### config.mk
export PLATFORM = sky130hd
export DESIGN_NAME = spike_frame_feeder
export DESIGN_NICKNAME = d
export VERILOG_FILES = /design/src/rtl/spike_frame_feeder_pkg.sv /design/src/rtl/spike_frame_fifo.sv /design/src/rtl/spike_frame_feeder.sv
export SDC_FILE = /design/constraint.sdc
export NUM_CORES = 1
export LEC_CHECK = 0
export ABC_CLOCK_PERIOD_IN_PS = 2700
export CAP_MARGIN = 30
export CORE_UTILIZATION = 38
export CTS_CLUSTER_DIAMETER = 50
export DETAILED_ROUTE_END_ITERATION = 12
export PLACE_DENSITY = 0.61
export SKIP_CTS_REPAIR_TIMING = 1
export SKIP_LAST_GASP = 1
export SLEW_MARGIN = 20
export SYNTH_ARGS = -nofsm -noshare
export SYNTH_HDL_FRONTEND = slang
export SYNTH_SLANG_ARGS = --single-unit
### constraint.sdc
create_clock -name clk -period 2.7 [get_ports clk]
set_clock_uncertainty 0.2 [all_clocks]
set_input_delay 0.54 -clock clk [delete_from_list [all_inputs] [get_ports clk]]
set_output_delay 0.54 -clock clk [all_outputs]
set_load 0.05 [all_outputs]
### src/rtl/spike_frame_feeder_pkg.sv
// Shared definitions for the spike frame feeder: FSM state encoding,
// configuration strobe length and default widths matching the LIF neuron top.
package spike_frame_feeder_pkg;

    typedef enum logic [1:0] {
        IDLE  = 2'd0,
        CFG   = 2'd1,
        ISSUE = 2'd2,
        WAIT  = 2'd3
    } feeder_state_t;

    localparam int unsigned CFG_LOAD_CYCLES = 2;
    localparam int unsigned S_WIDTH_DEFAULT = 8;
    localparam int unsigned V_WIDTH_DEFAULT = 12;

endpackage

### src/rtl/spike_frame_fifo.sv
// Small power-of-two frame buffer with wrapping pointers and an occupancy count.
module spike_frame_fifo #(
    parameter int unsigned S_WIDTH    = 8,
    parameter int unsigned FIFO_DEPTH = 4,
    parameter int unsigned PTR_WIDTH  = 2
) (
    input  logic                 clk,
    input  logic                 rst,
    input  logic                 push,
    input  logic                 pop,
    input  logic [S_WIDTH-1:0]   din,
    output logic [S_WIDTH-1:0]   head,
    output logic                 full,
    output logic                 empty,
    output logic [PTR_WIDTH:0]   count
);

    logic [S_WIDTH-1:0]   mem [FIFO_DEPTH];
    logic [PTR_WIDTH-1:0] wr_ptr;
    logic [PTR_WIDTH-1:0] rd_ptr;
    logic                 push_ok;
    logic                 pop_ok;

    assign full    = (count == (PTR_WIDTH+1)'(FIFO_DEPTH));
    assign empty   = (count == '0);
    assign push_ok = push && !full;
    assign pop_ok  = pop && !empty;
    assign head    = mem[rd_ptr];

    always_ff @(posedge clk) begin
        if (push_ok) begin
            mem[wr_ptr] <= din;
        end
    end

    always_ff @(posedge clk or negedge rst) begin
        if (!rst) begin
            wr_ptr <= '0;
            rd_ptr <= '0;
            count  <= '0;
        end else begin
            if (push_ok) begin
                wr_ptr <= wr_ptr + 1'b1;
            end
            if (pop_ok) begin
                rd_ptr <= rd_ptr + 1'b1;
            end
            case ({push_ok, pop_ok})
                2'b10:   count <= count + 1'b1;
                2'b01:   count <= count - 1'b1;
                default: count <= count;
            endcase
        end
    end

endmodule

### src/rtl/spike_frame_feeder.sv
// Feeds buffered spike frames to a LIF neuron: loads Vth/Vrest, issues one start
// per frame, waits (with watchdog) for neuron valid and returns the spike result.
module spike_frame_feeder
    import spike_frame_feeder_pkg::*;
#(
    parameter int unsigned S_WIDTH       = S_WIDTH_DEFAULT,
    parameter int unsigned V_WIDTH       = V_WIDTH_DEFAULT,
    parameter int unsigned FIFO_DEPTH    = 4,
    parameter int unsigned PTR_WIDTH     = 2,
    parameter int unsigned TIMEOUT_WIDTH = 6,
    parameter int unsigned CNT_WIDTH     = 16
) (
    input  logic                 clk,
    input  logic                 rst,
    input  logic                 cfg_valid,
    input  logic [V_WIDTH-1:0]   cfg_vth,
    input  logic [V_WIDTH-1:0]   cfg_vrest,
    output logic                 cfg_ready,
    input  logic                 frame_valid,
    input  logic [S_WIDTH-1:0]   frame_data,
    output logic                 frame_ready,
    output logic                 start,
    output logic [S_WIDTH-1:0]   input_spike,
    output logic                 v_th_load,
    output logic                 v_rest_load,
    output logic [V_WIDTH-1:0]   Vth,
    output logic [V_WIDTH-1:0]   Vrest,
    input  logic                 nrn_valid,
    input  logic                 nrn_spike,
    output logic                 out_valid,
    output logic                 out_spike,
    output logic [CNT_WIDTH-1:0] spike_cnt,
    output logic                 busy,
    output logic                 timeout_err
);

    // The edge that would carry the watchdog to all-ones is the timeout edge.
    localparam logic [TIMEOUT_WIDTH-1:0] WD_LAST = {{(TIMEOUT_WIDTH-1){1'b1}}, 1'b0};

    feeder_state_t           state;
    logic [1:0]              load_cnt;
    logic [TIMEOUT_WIDTH-1:0] wd;
    logic                    push;
    logic                    pop;
    logic                    fifo_full;
    logic                    fifo_empty;
    logic [S_WIDTH-1:0]      fifo_head;
    logic [PTR_WIDTH:0]      fifo_count;
    logic [PTR_WIDTH:0]      count_next;
    logic                    idle_busy;

    assign frame_ready = rst && !fifo_full;
    assign cfg_ready   = rst && (state == IDLE);
    assign push        = frame_valid && frame_ready;
    assign pop         = (state == IDLE) && !cfg_valid && !fifo_empty;

    spike_frame_fifo #(
        .S_WIDTH   (S_WIDTH),
        .FIFO_DEPTH(FIFO_DEPTH),
        .PTR_WIDTH (PTR_WIDTH)
    ) u_fifo (
        .clk  (clk),
        .rst  (rst),
        .push (push),
        .pop  (pop),
        .din  (frame_data),
        .head (fifo_head),
        .full (fifo_full),
        .empty(fifo_empty),
        .count(fifo_count)
    );

    // busy is registered, so it is computed from the post-edge FIFO occupancy.
    always_comb begin
        count_next = fifo_count;
        if (push && !pop) begin
            count_next = fifo_count + 1'b1;
        end else if (pop && !push) begin
            count_next = fifo_count - 1'b1;
        end
        idle_busy = (count_next != '0);
    end

    always_ff @(posedge clk or negedge rst) begin
        if (!rst) begin
            state       <= IDLE;
            load_cnt    <= '0;
            wd          <= '0;
            start       <= 1'b0;
            input_spike <= '0;
            v_th_load   <= 1'b0;
            v_rest_load <= 1'b0;
            Vth         <= '0;
            Vrest       <= '0;
            out_valid   <= 1'b0;
            out_spike   <= 1'b0;
            spike_cnt   <= '0;
            busy        <= 1'b0;
            timeout_err <= 1'b0;
        end else begin
            start     <= 1'b0;
            out_valid <= 1'b0;
            case (state)
                IDLE: begin
                    if (cfg_valid) begin
                        state       <= CFG;
                        Vth         <= cfg_vth;
                        Vrest       <= cfg_vrest;
                        v_th_load   <= 1'b1;
                        v_rest_load <= 1'b1;
                        load_cnt    <= 2'd1;
                        busy        <= 1'b1;
                    end else if (!fifo_empty) begin
                        state       <= ISSUE;
                        input_spike <= fifo_head;
                        start       <= 1'b1;
                        busy        <= 1'b1;
                    end else begin
                        busy <= idle_busy;
                    end
                end
                CFG: begin
                    if (load_cnt == 2'(CFG_LOAD_CYCLES)) begin
                        v_th_load   <= 1'b0;
                        v_rest_load <= 1'b0;
                        state       <= IDLE;
                        busy        <= idle_busy;
                    end else begin
                        load_cnt <= load_cnt + 1'b1;
                    end
                end
                ISSUE: begin
                    state <= WAIT;
                    wd    <= '0;
                end
                WAIT: begin
                    if (nrn_valid) begin
                        out_valid <= 1'b1;
                        out_spike <= nrn_spike;
                        if (nrn_spike && (spike_cnt != '1)) begin
                            spike_cnt <= spike_cnt + 1'b1;
                        end
                        state <= IDLE;
                        busy  <= idle_busy;
                    end else if (wd == WD_LAST) begin
                        timeout_err <= 1'b1;
                        state       <= IDLE;
                        busy        <= idle_busy;
                    end else begin
                        wd <= wd + 1'b1;
                    end
                end
                default: state <= IDLE;
            endcase
        end
    end

endmodule

==> flow_metrics.env <==
export IMPL_yosys_most_used_dff="dfrtp_1"
export IMPL_hold_viol_final=0
export IMPL_initial_core_util=0.395
export IMPL_syn_area_per_cell_um2=12.9
export IMPL_cts_reportedPaths_clkPinSlew_ps=70
export IMPL_cts_buffer_depth=2
export IMPL_p_leak_nw=2.47
export IMPL_wl_per_cell_um=14.8
export IMPL_hold_path_class="in2async"
export IMPL_ys_ff_latch=103
export IMPL_root_buffer="clkbuf_16"
export IMPL_fin_nets=501
export IMPL_layout_drive_gt1_share=0.149
export IMPL_crit_type="reg2out"
export IMPL_syn2layout_area_growth_pct=32.3
export IMPL_grt_max_degree=72
export IMPL_max_freq_mhz=409
export IMPL_slew_viol_final=0
export IMPL_grt_pass1_vias=3078
export IMPL_drc_errors=26
export IMPL_slew_headroom=0.590
export IMPL_n_antenna_cell=0
export IMPL_rr_worst_depth=9
export IMPL_overflow=0
export IMPL_viasPerCell=5.09
export IMPL_cp_required_ps=1960
export IMPL_tritoncts="done"
export IMPL_port_buffers=94
export IMPL_die_area_um2=12400
export IMPL_cts_buffers=9
export IMPL_place_congestion=0.832
export IMPL_yosysSeqAreaShare=0.603
export IMPL_min_period_over_period=0.906
export IMPL_arrival_ps=1710
export IMPL_final_common_cell="clkdlybuf4s50_1"
export IMPL_ir_drop_v=0.000653
export IMPL_synth_edf_count=32
export IMPL_endpoint_kind="output pin"
export IMPL_synth_fp_nets=401
export IMPL_core_area_um2=11500
export IMPL_fp_row_count=39
export IMPL_firstDrtPassIters=9
export IMPL_synth_top_area_frac=0.391
export IMPL_yosys_area_top_type="dfrtp_1"
export IMPL_io_pins=95
export IMPL_h_tree_depth=3
export IMPL_worstPathMaxFanout=10
export IMPL_setup_violations=0
export IMPL_violations="DRC"
export IMPL_antenna_found_initial=0
export IMPL_dp_slack_ps=193
export IMPL_die_x_um=111
export IMPL_die_y_um=111
export IMPL_wirelength_um=8880
export IMPL_async_flop_share=0.689
export IMPL_worst_slew_pin_slew_ps=615
export IMPL_vias=3049
export IMPL_worstSetupStartpointType="flip-flop"
export IMPL_first_iter_violations=113
export IMPL_status="finished, violations left"
export IMPL_synth_warnings=0
export IMPL_ys_types=54
export IMPL_setup_tns_ps=0
export IMPL_drtAntennaViolNets=0
export IMPL_track_usage=0.154
export IMPL_yosys_top_cells_area="dfrtp_1 39%, edfxtp_1 21%, mux2_2 6.2%, mux4_2 4.0%, nand2_1 3.6%"
export IMPL_rsz0062_at_grt="false"
export IMPL_clk_latency_ps=340
export IMPL_grt_pass1_wl_um=15200
export IMPL_mostFrequentLayoutCells="91 x clkdlybuf4s50_1, 71 x dfrtp_1, 43 x nand2_1"
export IMPL_postSynthCellCount=351
export IMPL_synth_area_um2=4540
export IMPL_power_density_nw_per_um2=1160
export IMPL_max_cap_violations=0
export IMPL_clkSinkCount=103
export IMPL_worst_slack_ps=253
export IMPL_dp_hpwl_um=6390
export IMPL_layout_min_cycle_time_ps=2450
==> stage by stage <==
stage / utilization / hold WS [ps] / cell area (µm²) / std cells / total power, W
after floorplan: - / 44.4 / 4550 / 351 / 0.00466
after global placement: 0.494 / 250 / 5690 / 582 / 0.00565
after detailed placement: 0.494 / 260 / 5690 / 582 / 0.00573
after CTS: 0.520 / 277 / 5980 / 598 / 0.00702
after global routing: 0.522 / 44.0 / 6010 / 599 / 0.00734
final: 0.522 / 22.6 / 6010 / 599 / 0.00695
==> per-layer routing <==
metal	routed length [µm]	GRT usage	vias to the layer above
met5	0	0	-
met4	155	0.0658	0
met3	579	0.0430	13
met2	4140	0.238	85
met1	4010	0.203	1492
li1	-	-	1459
==> cells by family after synthesis <==
kind of cell             after synthesis  share of synthesized area
AND/OR/NAND/NOR                      106                      0.122
flip-flops                           103                      0.603
AO/OA/AOI/OAI                         41                     0.0614
multiplexers                          36                      0.109
buffers and inverters                 31                     0.0295
XOR/XNOR                              22                     0.0424
adder cells (fa/ha/maj)               12                     0.0330
==> flip-flops by register name (all words and copies together), names as in the netlist, 3 cells and up <==
name          flops
wd                6
spike_cnt        16
u_fifo.count      3
input_spike       8
Vrest            12
Vth              12
u_fifo.mem       32
==> cell type report <==
class	count	area [µm²]
tap	143	179
inverter	17	63.8
timing repair buffer	103	1060
sequential	103	2740
multi-input combinational	217	1680
clock inverter	7	71.3
clock buffer	9	225
fill	1003	5510
==> where the power goes <==
| part | total [W] | switching (W) | internal, W | leakage (nW) |
|---|---|---|---|---|
| logic | 0.00318 | 0.00191 | 0.00128 | 1.17 |
| registers | 0.00249 | 0.000402 | 0.00208 | 1.16 |
| clock network | 0.00128 | 0.000558 | 0.000720 | 0.142 |
| total | 0.00695 | 0.00287 | 0.00408 | 2.47 |
==> synth_stat cells (4+ instances only) <==
cell	count
a21oi_1	6
buf_2	5
nor2_1	14
and3_1	8
xnor2_1	15
xor2_1	7
o21ai_1	4
nand3_1	8
mux2_2	25
o21ai_0	11
mux4_2	8
inv_1	16
ha_1	12
edfxtp_1	32
nor4_1	7
nand2_1	43
dfrtp_1	71
clkbuf_1	5
nor3_1	6
==> path summary, 6_finish.rpt <==
path / startpoint / to / slack (ps)
hold reg to reg: timeout_err / timeout_err / 270
setup reg to reg: u_fifo.count[0] / u_fifo.count[2] / 290
setup / recovery: state[1] / cfg_ready / 250
hold / removal: rst / spike_cnt[11] / 20
max in group asynchronous: rst / load_cnt[1] / 1740
min in group clk: timeout_err / timeout_err / 270
==> critical path, stage by stage (launching register included) <==
cell	delay (ps)
dfrtp_1	500
buf_4	240
inv_1	220
and3_1	260
buf_12	150
No activity file was read; power rests on OpenSTA's default activity.
